## src/rtl/pwm_audio_out.sv

```systemverilog
// pwm_audio_out: stereo PWM audio DAC stage with first-order error-feedback
// noise shaping on the truncated low sample bits.
//
// Ports:
//   clk_pixel      - sole clock
//   reset_n        - asynchronous active-low reset
//   sample_valid   - a signed sample pair is offered
//   sample_ready   - FIFO can accept a pair (not full)
//   sample_left    - signed left sample
//   sample_right   - signed right sample
//   sample_dropped - high in a cycle where an offer is rejected
//   fifo_level     - current FIFO occupancy
//   pwm_left       - left PWM output
//   pwm_right      - right PWM output
module pwm_audio_out #(
  parameter int unsigned SAMPLE_WIDTH = 16,
  parameter int unsigned PWM_BITS     = 8,
  parameter int unsigned FIFO_DEPTH   = 4
) (
  input  logic                          clk_pixel,
  input  logic                          reset_n,
  input  logic                          sample_valid,
  output logic                          sample_ready,
  input  logic [SAMPLE_WIDTH-1:0]       sample_left,
  input  logic [SAMPLE_WIDTH-1:0]       sample_right,
  output logic                          sample_dropped,
  output logic [$clog2(FIFO_DEPTH):0]   fifo_level,
  output logic                          pwm_left,
  output logic                          pwm_right
);

  localparam int unsigned ACC_W = SAMPLE_WIDTH - PWM_BITS;
  localparam int unsigned PTR_W = $clog2(FIFO_DEPTH);
  localparam int unsigned LVL_W = PTR_W + 1;

  localparam logic [PWM_BITS-1:0] CNT_MAX   = '1;
  localparam logic [PWM_BITS-1:0] DUTY_MID  = {1'b1, {(PWM_BITS-1){1'b0}}};
  localparam logic [LVL_W-1:0]    LVL_FULL  = LVL_W'(FIFO_DEPTH);

  // Sample pair storage (no reset needed; occupancy tracks validity)
  logic [SAMPLE_WIDTH-1:0] mem_l_q [FIFO_DEPTH];
  logic [SAMPLE_WIDTH-1:0] mem_r_q [FIFO_DEPTH];

  logic [PWM_BITS-1:0]     cnt_q, cnt_d;
  logic [PTR_W-1:0]        wr_ptr_q, wr_ptr_d;
  logic [PTR_W-1:0]        rd_ptr_q, rd_ptr_d;
  logic [LVL_W-1:0]        level_q, level_d;
  logic [SAMPLE_WIDTH-1:0] hold_l_q, hold_l_d;
  logic [SAMPLE_WIDTH-1:0] hold_r_q, hold_r_d;
  logic [ACC_W-1:0]        acc_l_q, acc_l_d;
  logic [ACC_W-1:0]        acc_r_q, acc_r_d;
  logic [PWM_BITS-1:0]     duty_l_q, duty_l_d;
  logic [PWM_BITS-1:0]     duty_r_q, duty_r_d;
  logic                    pwm_l_q, pwm_l_d;
  logic                    pwm_r_q, pwm_r_d;

  logic                    boundary;
  logic                    full;
  logic                    push;
  logic                    pop;
  logic [SAMPLE_WIDTH-1:0] cur_l;
  logic [SAMPLE_WIDTH-1:0] cur_r;
  logic [PWM_BITS+ACC_W-1:0] conv_l;
  logic [PWM_BITS+ACC_W-1:0] conv_r;

  // Offset-binary split into duty (high bits) plus carry out of the
  // error accumulator fed with the truncated low bits; returns {duty, acc}.
  function automatic logic [PWM_BITS+ACC_W-1:0] convert(
    input logic [SAMPLE_WIDTH-1:0] s,
    input logic [ACC_W-1:0]        acc
  );
    logic [SAMPLE_WIDTH-1:0] u;
    logic [ACC_W:0]          sum;
    logic [PWM_BITS:0]       hi_c;
    logic [PWM_BITS-1:0]     duty;
    u    = {~s[SAMPLE_WIDTH-1], s[SAMPLE_WIDTH-2:0]};
    sum  = {1'b0, acc} + {1'b0, u[ACC_W-1:0]};
    hi_c = {1'b0, u[SAMPLE_WIDTH-1 -: PWM_BITS]} + (PWM_BITS+1)'(sum[ACC_W]);
    duty = hi_c[PWM_BITS] ? '1 : hi_c[PWM_BITS-1:0];
    return {duty, sum[ACC_W-1:0]};
  endfunction

  // Handshake: readiness comes from registered occupancy only
  assign full           = (level_q == LVL_FULL);
  assign sample_ready   = ~full;
  assign sample_dropped = sample_valid & full;
  assign boundary       = (cnt_q == CNT_MAX);
  assign push           = sample_valid & ~full;
  assign pop            = boundary & (level_q != '0);

  // A pair popped this boundary is converted immediately
  assign cur_l  = pop ? mem_l_q[rd_ptr_q] : hold_l_q;
  assign cur_r  = pop ? mem_r_q[rd_ptr_q] : hold_r_q;
  assign conv_l = convert(cur_l, acc_l_q);
  assign conv_r = convert(cur_r, acc_r_q);

  // Next-state logic
  always_comb begin
    cnt_d    = cnt_q + PWM_BITS'(1);
    wr_ptr_d = wr_ptr_q;
    rd_ptr_d = rd_ptr_q;
    level_d  = level_q;
    hold_l_d = hold_l_q;
    hold_r_d = hold_r_q;
    acc_l_d  = acc_l_q;
    acc_r_d  = acc_r_q;
    duty_l_d = duty_l_q;
    duty_r_d = duty_r_q;
    pwm_l_d  = (cnt_q < duty_l_q);
    pwm_r_d  = (cnt_q < duty_r_q);

    if (push) begin
      wr_ptr_d = wr_ptr_q + PTR_W'(1);
    end
    if (pop) begin
      rd_ptr_d = rd_ptr_q + PTR_W'(1);
    end
    case ({push, pop})
      2'b10:   level_d = level_q + LVL_W'(1);
      2'b01:   level_d = level_q - LVL_W'(1);
      default: level_d = level_q;
    endcase

    if (boundary) begin
      hold_l_d = cur_l;
      hold_r_d = cur_r;
      duty_l_d = conv_l[PWM_BITS+ACC_W-1 -: PWM_BITS];
      duty_r_d = conv_r[PWM_BITS+ACC_W-1 -: PWM_BITS];
      acc_l_d  = conv_l[ACC_W-1:0];
      acc_r_d  = conv_r[ACC_W-1:0];
    end
  end

  // FIFO storage write
  always_ff @(posedge clk_pixel) begin
    if (push) begin
      mem_l_q[wr_ptr_q] <= sample_left;
      mem_r_q[wr_ptr_q] <= sample_right;
    end
  end

  // State registers
  always_ff @(posedge clk_pixel or negedge reset_n) begin
    if (!reset_n) begin
      cnt_q    <= '0;
      wr_ptr_q <= '0;
      rd_ptr_q <= '0;
      level_q  <= '0;
      hold_l_q <= '0;
      hold_r_q <= '0;
      acc_l_q  <= '0;
      acc_r_q  <= '0;
      duty_l_q <= DUTY_MID;
      duty_r_q <= DUTY_MID;
      pwm_l_q  <= 1'b0;
      pwm_r_q  <= 1'b0;
    end else begin
      cnt_q    <= cnt_d;
      wr_ptr_q <= wr_ptr_d;
      rd_ptr_q <= rd_ptr_d;
      level_q  <= level_d;
      hold_l_q <= hold_l_d;
      hold_r_q <= hold_r_d;
      acc_l_q  <= acc_l_d;
      acc_r_q  <= acc_r_d;
      duty_l_q <= duty_l_d;
      duty_r_q <= duty_r_d;
      pwm_l_q  <= pwm_l_d;
      pwm_r_q  <= pwm_r_d;
    end
  end

  assign fifo_level = level_q;
  assign pwm_left   = pwm_l_q;
  assign pwm_right  = pwm_r_q;

endmodule

```

## config.mk

```make
export PLATFORM = sky130hd
export DESIGN_NAME = pwm_audio_out
export DESIGN_NICKNAME = d
export VERILOG_FILES = /design/src/rtl/pwm_audio_out.sv
export SDC_FILE = /design/constraint.sdc
export NUM_CORES = 1
export LEC_CHECK = 0
export BUFFER_PORTS_ARGS = -buffer_cell sky130_fd_sc_hd__buf_2
export CAP_MARGIN = 20
export CORE_ASPECT_RATIO = 1.25
export CORE_UTILIZATION = 35
export CTS_BUF_LIST = sky130_fd_sc_hd__clkbuf_8 sky130_fd_sc_hd__clkbuf_16
export CTS_CLUSTER_SIZE = 10
export DETAILED_ROUTE_END_ITERATION = 8
export REMOVE_ABC_BUFFERS = 1
export SLEW_MARGIN = 20
export SYNTH_ARGS = -nofsm -noshare
export SYNTH_HDL_FRONTEND = slang
export SYNTH_SLANG_ARGS = --single-unit
export TNS_END_PERCENT = 1
```

## constraint.sdc

```tcl
create_clock -name clk_pixel -period 6.8 [get_ports clk_pixel]
set_input_delay 0.34 -clock clk_pixel [delete_from_list [all_inputs] [get_ports clk_pixel]]
set_output_delay 0.34 -clock clk_pixel [all_outputs]
set_load 0.01 [all_outputs]
```

---- Word-level counts from Yosys, hierarchy flattened ----
Memories as Yosys holds them, arrays and structs flattened.
Cells that the tools add are included.
word-level totals
  output and inout bits ................... 7
  memories ................................ 2
  bits in writable memories ............... 128
  logic and storage cells ................. 44
  register bits ........................... 81
  input bits .............................. 35
cells by class
  add/subtract/negate cells ............... 9
  bitwise operators ....................... 6
  muxes and demuxes ....................... 7
  equality and inequality tests ........... 4
  order comparisons ....................... 2
  reductions and logical operators ........ 2
memories
  name     depth  width  read ports  clocked after Yosys merged registers in  wr ports  RTL line  source
  mem_l_q  4      16     1           0                                        1         41        logic [SAMPLE_WIDTH-1:0] mem_l_q [FIFO_DEPTH];
  mem_r_q  4      16     1           0                                        1         42        logic [SAMPLE_WIDTH-1:0] mem_r_q [FIFO_DEPTH];
operators with widths
  operator               count
  $mux W16               2
  $add A8 B1 Y9          2
  $add A8 B8 Y9          2
  $lt A8 B8 Y1           2
  $mux W8                2
  $add A8 B1 Y8 const B  1
  $eq A8 B8 Y1 const B   1
  $pmux W3 S2            1
  $add A2 B1 Y2 const B  2
  $add A3 B1 Y3 const B  1
  $and A1 B1 Y1          3
  $eq A3 B3 Y1 const B   1
  $not A1 Y1             3
  $reduce_bool A3 Y1     1
  $sub A3 B1 Y3 const B  1
  $eq A2 B1 Y1 const B   1
  $eq A2 B2 Y1 const B   1
  $mux W1                2
  $reduce_bool A2 Y1     1

---- Depth between registers and ports, before layout ----
  depth in word-level cells ............... 6
  mapped depth ............................ 24
  mapped depth without buffers ............ 21

---- Least setup slack after synthesis ----
OpenSTA, ideal clock, no wires.
  path kind ............................... flip-flop to flip-flop
  from .................................... register cnt_q[1]
  to ...................................... register duty_r_q[5]
  data required time ...................... 6720 ps
  period minus slack after synthesis ...... 4635 ps
  setup slack ............................. 2165 ps
  data arrival time ....................... 4555 ps
  stages on the path, launching flop included .. 24
  path buffers ............................ 4
  library setup time ...................... 80 ps
  cell sequence ........................... dfrtp_1 > ha_1 > nand3_2 > nor3_4 > buf_6 > buf_2 > buf_1 > mux2_2 > ha_1 > inv_1 > fa_1 > nor2b_1 > o21ai_0 > a21boi_0 > o21ai_0 > nand2b_1 > a21o_1 > a21o_1 > ha_1 > ha_1 > nand3_2 > or4b_4 > buf_6 > a31oi_4
between the ends
  longest elaborated chain between the ends .. 6
  elaborated cells on any way between the ends .. 7
  those cells by class .................... add/sub (2); eq/ne (1); mux (2); bitwise (2)
ends and longest elaborated chain
  what                    RTL line  source
  from (decl)             44        logic [PWM_BITS-1:0] cnt_q, cnt_d;
  from (signal assigned)  158       cnt_q <= cnt_d;
  $eq A8 B8 Y1            87        assign boundary = (cnt_q == CNT_MAX);
  $and A1 B1 Y1           89        assign pop = boundary & (level_q != '0);
  $mux W16                93        assign cur_r = pop ? mem_r_q[rd_ptr_q] : hold_r_q;
  net cur_r[0]            62        logic [SAMPLE_WIDTH-1:0] cur_r;
  $add A8 B8 Y9           77        sum = {1'b0, acc} + {1'b0, u[ACC_W-1:0]};
  $add A8 B1 Y9           78        hi_c = {1'b0, u[SAMPLE_WIDTH-1 -: PWM_BITS]} + (PWM_BITS+1)'(sum[ACC_W]);
  $mux W8                 79        duty = hi_c[PWM_BITS] ? '1 : hi_c[PWM_BITS-1:0];
  to (signal assigned)    167       duty_r_q <= duty_r_d;
  to (decl)               53        logic [PWM_BITS-1:0] duty_r_q, duty_r_d;
The timed path passes the listed nets, and every way through them passes these cells.
A chain may end at the register's enable or synchronous reset.

---- Worst setup path in the final report ----
  from .................................... register cnt_q[1]
  to ...................................... register duty_l_q[2]
between the ends
  longest elaborated chain between the ends .. 6
  elaborated cells on any way between the ends .. 7
  those cells by class .................... add/sub (2); eq/ne (1); mux (2); bitwise (2)
ends and longest elaborated chain
  what                  RTL line  source
  $eq A8 B8 Y1          87
  $and A1 B1 Y1         89
  $mux W16              92        assign cur_l = pop ? mem_l_q[rd_ptr_q] : hold_l_q;
  net cur_l[0]          61        logic [SAMPLE_WIDTH-1:0] cur_l;
  $add A8 B8 Y9         77
  $add A8 B1 Y9         78
  $mux W8               79
  to (signal assigned)  166       duty_l_q <= duty_l_d;
  to (decl)             52        logic [PWM_BITS-1:0] duty_l_q, duty_l_d;
The timed path passes the listed nets, and every way through them passes these cells.

==> summary.md <==
| Metric | Value |
|---|---|
| Status | finished, final reports clean |
| Area growth syn-to-layout | 14.0% |
| Die Footprint | 0.0272 mm2 |
| Number of global-route vias before repair | 5411 |
| # Max-Cap Violations | 0 |
| Antenna-violating nets left | 0 |
| Port bufs | 41 |
| Netlist cell types | 52 |
| Static leakage | 4.37 nW |
| Row cnt | 66 |
| Worst hold path type | in2reg |
| Setup TNS | 0 ns |
| H-tree Lvls | 1 |
| Crit. End Element | flop |
| Final Hold Vio Count | 0 |
| Root buffer cell | clkbuf_16 |
| Final Net Count | 729 |
| Num CTS Buffers | 24 |
| Worst Setup Start Kind | flop |
| Number of I/O pins | 42 |
| WS Path Type | reg2reg |
| Placer Congestion | 0.795 |
| Iteration-0 DRC Markers | 186 |
| Worst-path fanout max | 18 |
| Clk_skew | 0.0151 ns |
| Syn Area/Cell | 15.7 um2 |
| DR vias/cell | 4.88 |
| Pin count of the biggest net entering global routing | 59 |
| Min cycle time layout | 4.90 ns |
| Antenna violations before repair | 0 |
| Drt pass-1 iters | 4 |
| Worst VDD drop | 0.173 mV |
| TritonCTS clock tree | built |
| Maximum buffer depth of the clock tree | 3 |
| P per Cell Area | 283 mW/mm2 |
| WL per Instance | 16.9 um |
| Total congestion overflow | 0 |
| Diode count | 0 |
| Most frequent cells in the layout | 128 x edfxtp_1, 78 x dfrtp_1, 52 x inv_1 |
| Die Height | 184 um |
| Top_reg_cell synth | edfxtp_1 |
| Post-CTS resize count | 0 |
| Crit share post-route | 0.720 |
| Global-route wire length before repair | 28000 um |
| # DRC | 0 |
| Unrepaired setup endpoints after global routing | false |
| DPL Wire Length | 11200 um |
| Setup WS pre-CTS | 1.94 ns |
| Clk sinks | 209 |
| Yosys reg bits | 209 |
| Total GRT Usage | 0.132 |
| Core region area | 0.0260 mm2 |
| Least-Margin Pin Slew | 0.883 ns |
| Initial Util | 0.357 |
| Commonest non-fill, non-tap cell in the layout | edfxtp_1 |
| Fmax | 0.204 GHz |
| Max_slew headroom | 0.409 |
| Layout cells sized above 1 | 0.251 |
| Via count | 4925 |
| Worst endpoint required time | 7.22 ns |
| Final setup fails | 0 |
| Final setup margin | 1.90 ns |
| Worst-Skew Late Latency | 0.51 ns |
| Async SR Flop Fraction | 0.388 |
| Yosys warnings | 0 |
| Final Max Slew Viols | 0 |
| Worst-path clk slew | 0.06 ns |
| Cell count after synthesis | 592 |
| Part of the Yosys area used for sequential elements | 0.633 |
| DIE WIDTH | 148 um |
| Mapped cell area | 0.00928 mm2 |
| Number of synthesized flops with an enable pin | 128 |
| Worst Path Arrival | 5.32 ns |
| Routed WL | 17000 um |
==> per-stage QoR <==
step	instances	hold slack (ns)	instance area [um2]	total power, mW	util
after floorplan	572	0.0444	9160	1.75	-
after global placement	964	0.262	9870	1.87	0.380
after detailed placement	964	0.267	9870	1.90	0.380
after CTS	1009	0.0297	10600	3.04	0.407
after global routing	1009	0.0261	10600	3.12	0.407
final	1009	0.0423	10600	2.99	0.407
==> state kept, by name (all words and copies together) (netlist names) <==
signal and count:
mem_r_q 64, wr_ptr_q 2, pwm_right 1, acc_l_q 8
duty_r_q 8, acc_r_q 8, duty_l_q 8, hold_l_q 16
hold_r_q 16, mem_l_q 64, pwm_left 1, fifo_level 3
rd_ptr_q 2, cnt_q 8
==> layer usage <==
| metal | global-route usage | vias up | wire length [um] |
|---|---|---|---|
| li1 | - | 2341 | - |
| met1 | 0.151 | 2493 | 6780 |
| met2 | 0.250 | 67 | 9210 |
| met3 | 0.0223 | 24 | 739 |
| met4 | 0.0392 | 0 | 310 |
| met5 | 0 | - | 0 |
==> power breakdown <==
part	switching (mW)	internal, mW	total [mW]
sequential	0.0462	1.54	1.58
clock	0.470	0.654	1.12
combinational	0.191	0.0919	0.283
total	0.708	2.28	2.99
==> cell families (layout without fill, tap and decap cells) <==
| logic type | after synthesis | count (layout) | synth area share |
|---|---|---|---|
| muxes | 84 | 84 | 0.145 |
| and+or+nand+nor | 99 | 99 | 0.0542 |
| xor gates and xnor gates | 30 | 30 | 0.0283 |
| adders and majority gates | 43 | 43 | 0.0604 |
| AOI/OAI and AO/OA | 74 | 74 | 0.0527 |
| DFF | 209 | 209 | 0.633 |
| buffers and inverters | 53 | 130 | 0.0264 |
==> worst max-delay path, cell delays in order (launching register included) <==
cell and delay (ns):
dfrtp_1 0.43, ha_1 0.26, nand3_2 0.15, nor3_4 0.78
mux2_2 0.31, ha_1 0.16, inv_1 0.05, fa_1 0.41
nor2b_1 0.12, o21ai_0 0.11, a21boi_0 0.29, o21ai_0 0.12
nand2b_1 0.12, a21o_1 0.12, a21o_1 0.16, ha_1 0.18
ha_1 0.17, o21ai_1 0.16, nor3_1 0.46, o21ai_0 0.16
o21ai_0 0.10
==> layout make-up <==
cell class	instances	area, um2
clock buffer	25	626
fill	2350	15400
clock inverter	19	71.3
inverter	33	124
tap	340	425
multi-input combinational	330	3160
sequential	209	5870
timing repair buffer	53	300
==> path summary, 6_finish.rpt <==
kind | cells past startpoint | slack [ns] | endpoint | from
worst max-delay path | 20 | 1.90 | duty_l_q[2] | cnt_q[1]
worst min-delay path | 1 | 0.04 | mem_l_q[3][2] | sample_left[2]
worst max register to register | 20 | 1.90 | duty_l_q[2] | cnt_q[1]
worst min register to register | 2 | 0.48 | acc_r_q[7] | acc_r_q[7]
max in group asynchronous | 3 | 5.43 | fifo_level[1] | reset_n
min in group asynchronous | 2 | 0.29 | acc_l_q[7] | reset_n
==> synthesized netlist by cell type, drive strengths merged, types with 3 or more instances <==
| cell type | instances | share of area |
|---|---|---|
| and3 | 8 | 0.0054 |
| a21o | 10 | 0.0081 |
| fa | 3 | 0.0065 |
| a21oi | 8 | 0.0043 |
| nor3 | 7 | 0.0050 |
| or2 | 3 | 0.0020 |
| edfxtp | 128 | 0.41 |
| clkbuf | 5 | 0.0020 |
| mux4 | 32 | 0.081 |
| inv | 33 | 0.013 |
| nor2b | 4 | 0.0027 |
| a31oi | 6 | 0.0077 |
| dfrtp | 79 | 0.21 |
| o21ai | 35 | 0.019 |
| ha | 40 | 0.054 |
| nor2 | 22 | 0.0089 |
| xor2 | 18 | 0.017 |
| buf | 15 | 0.011 |
| nand2 | 34 | 0.014 |
| a211o | 4 | 0.0038 |
| xnor2 | 12 | 0.011 |
| mux2 | 51 | 0.062 |
| nand3 | 10 | 0.0065 |
| nand2b | 5 | 0.0034 |
==> repair_timing <==
action / CTS / global route
endpoints found under the hold margin: 23 / 0
hold buffers: 1 / 0
setup buffers: 0 / 0
(Power assumes the default switching activity.)
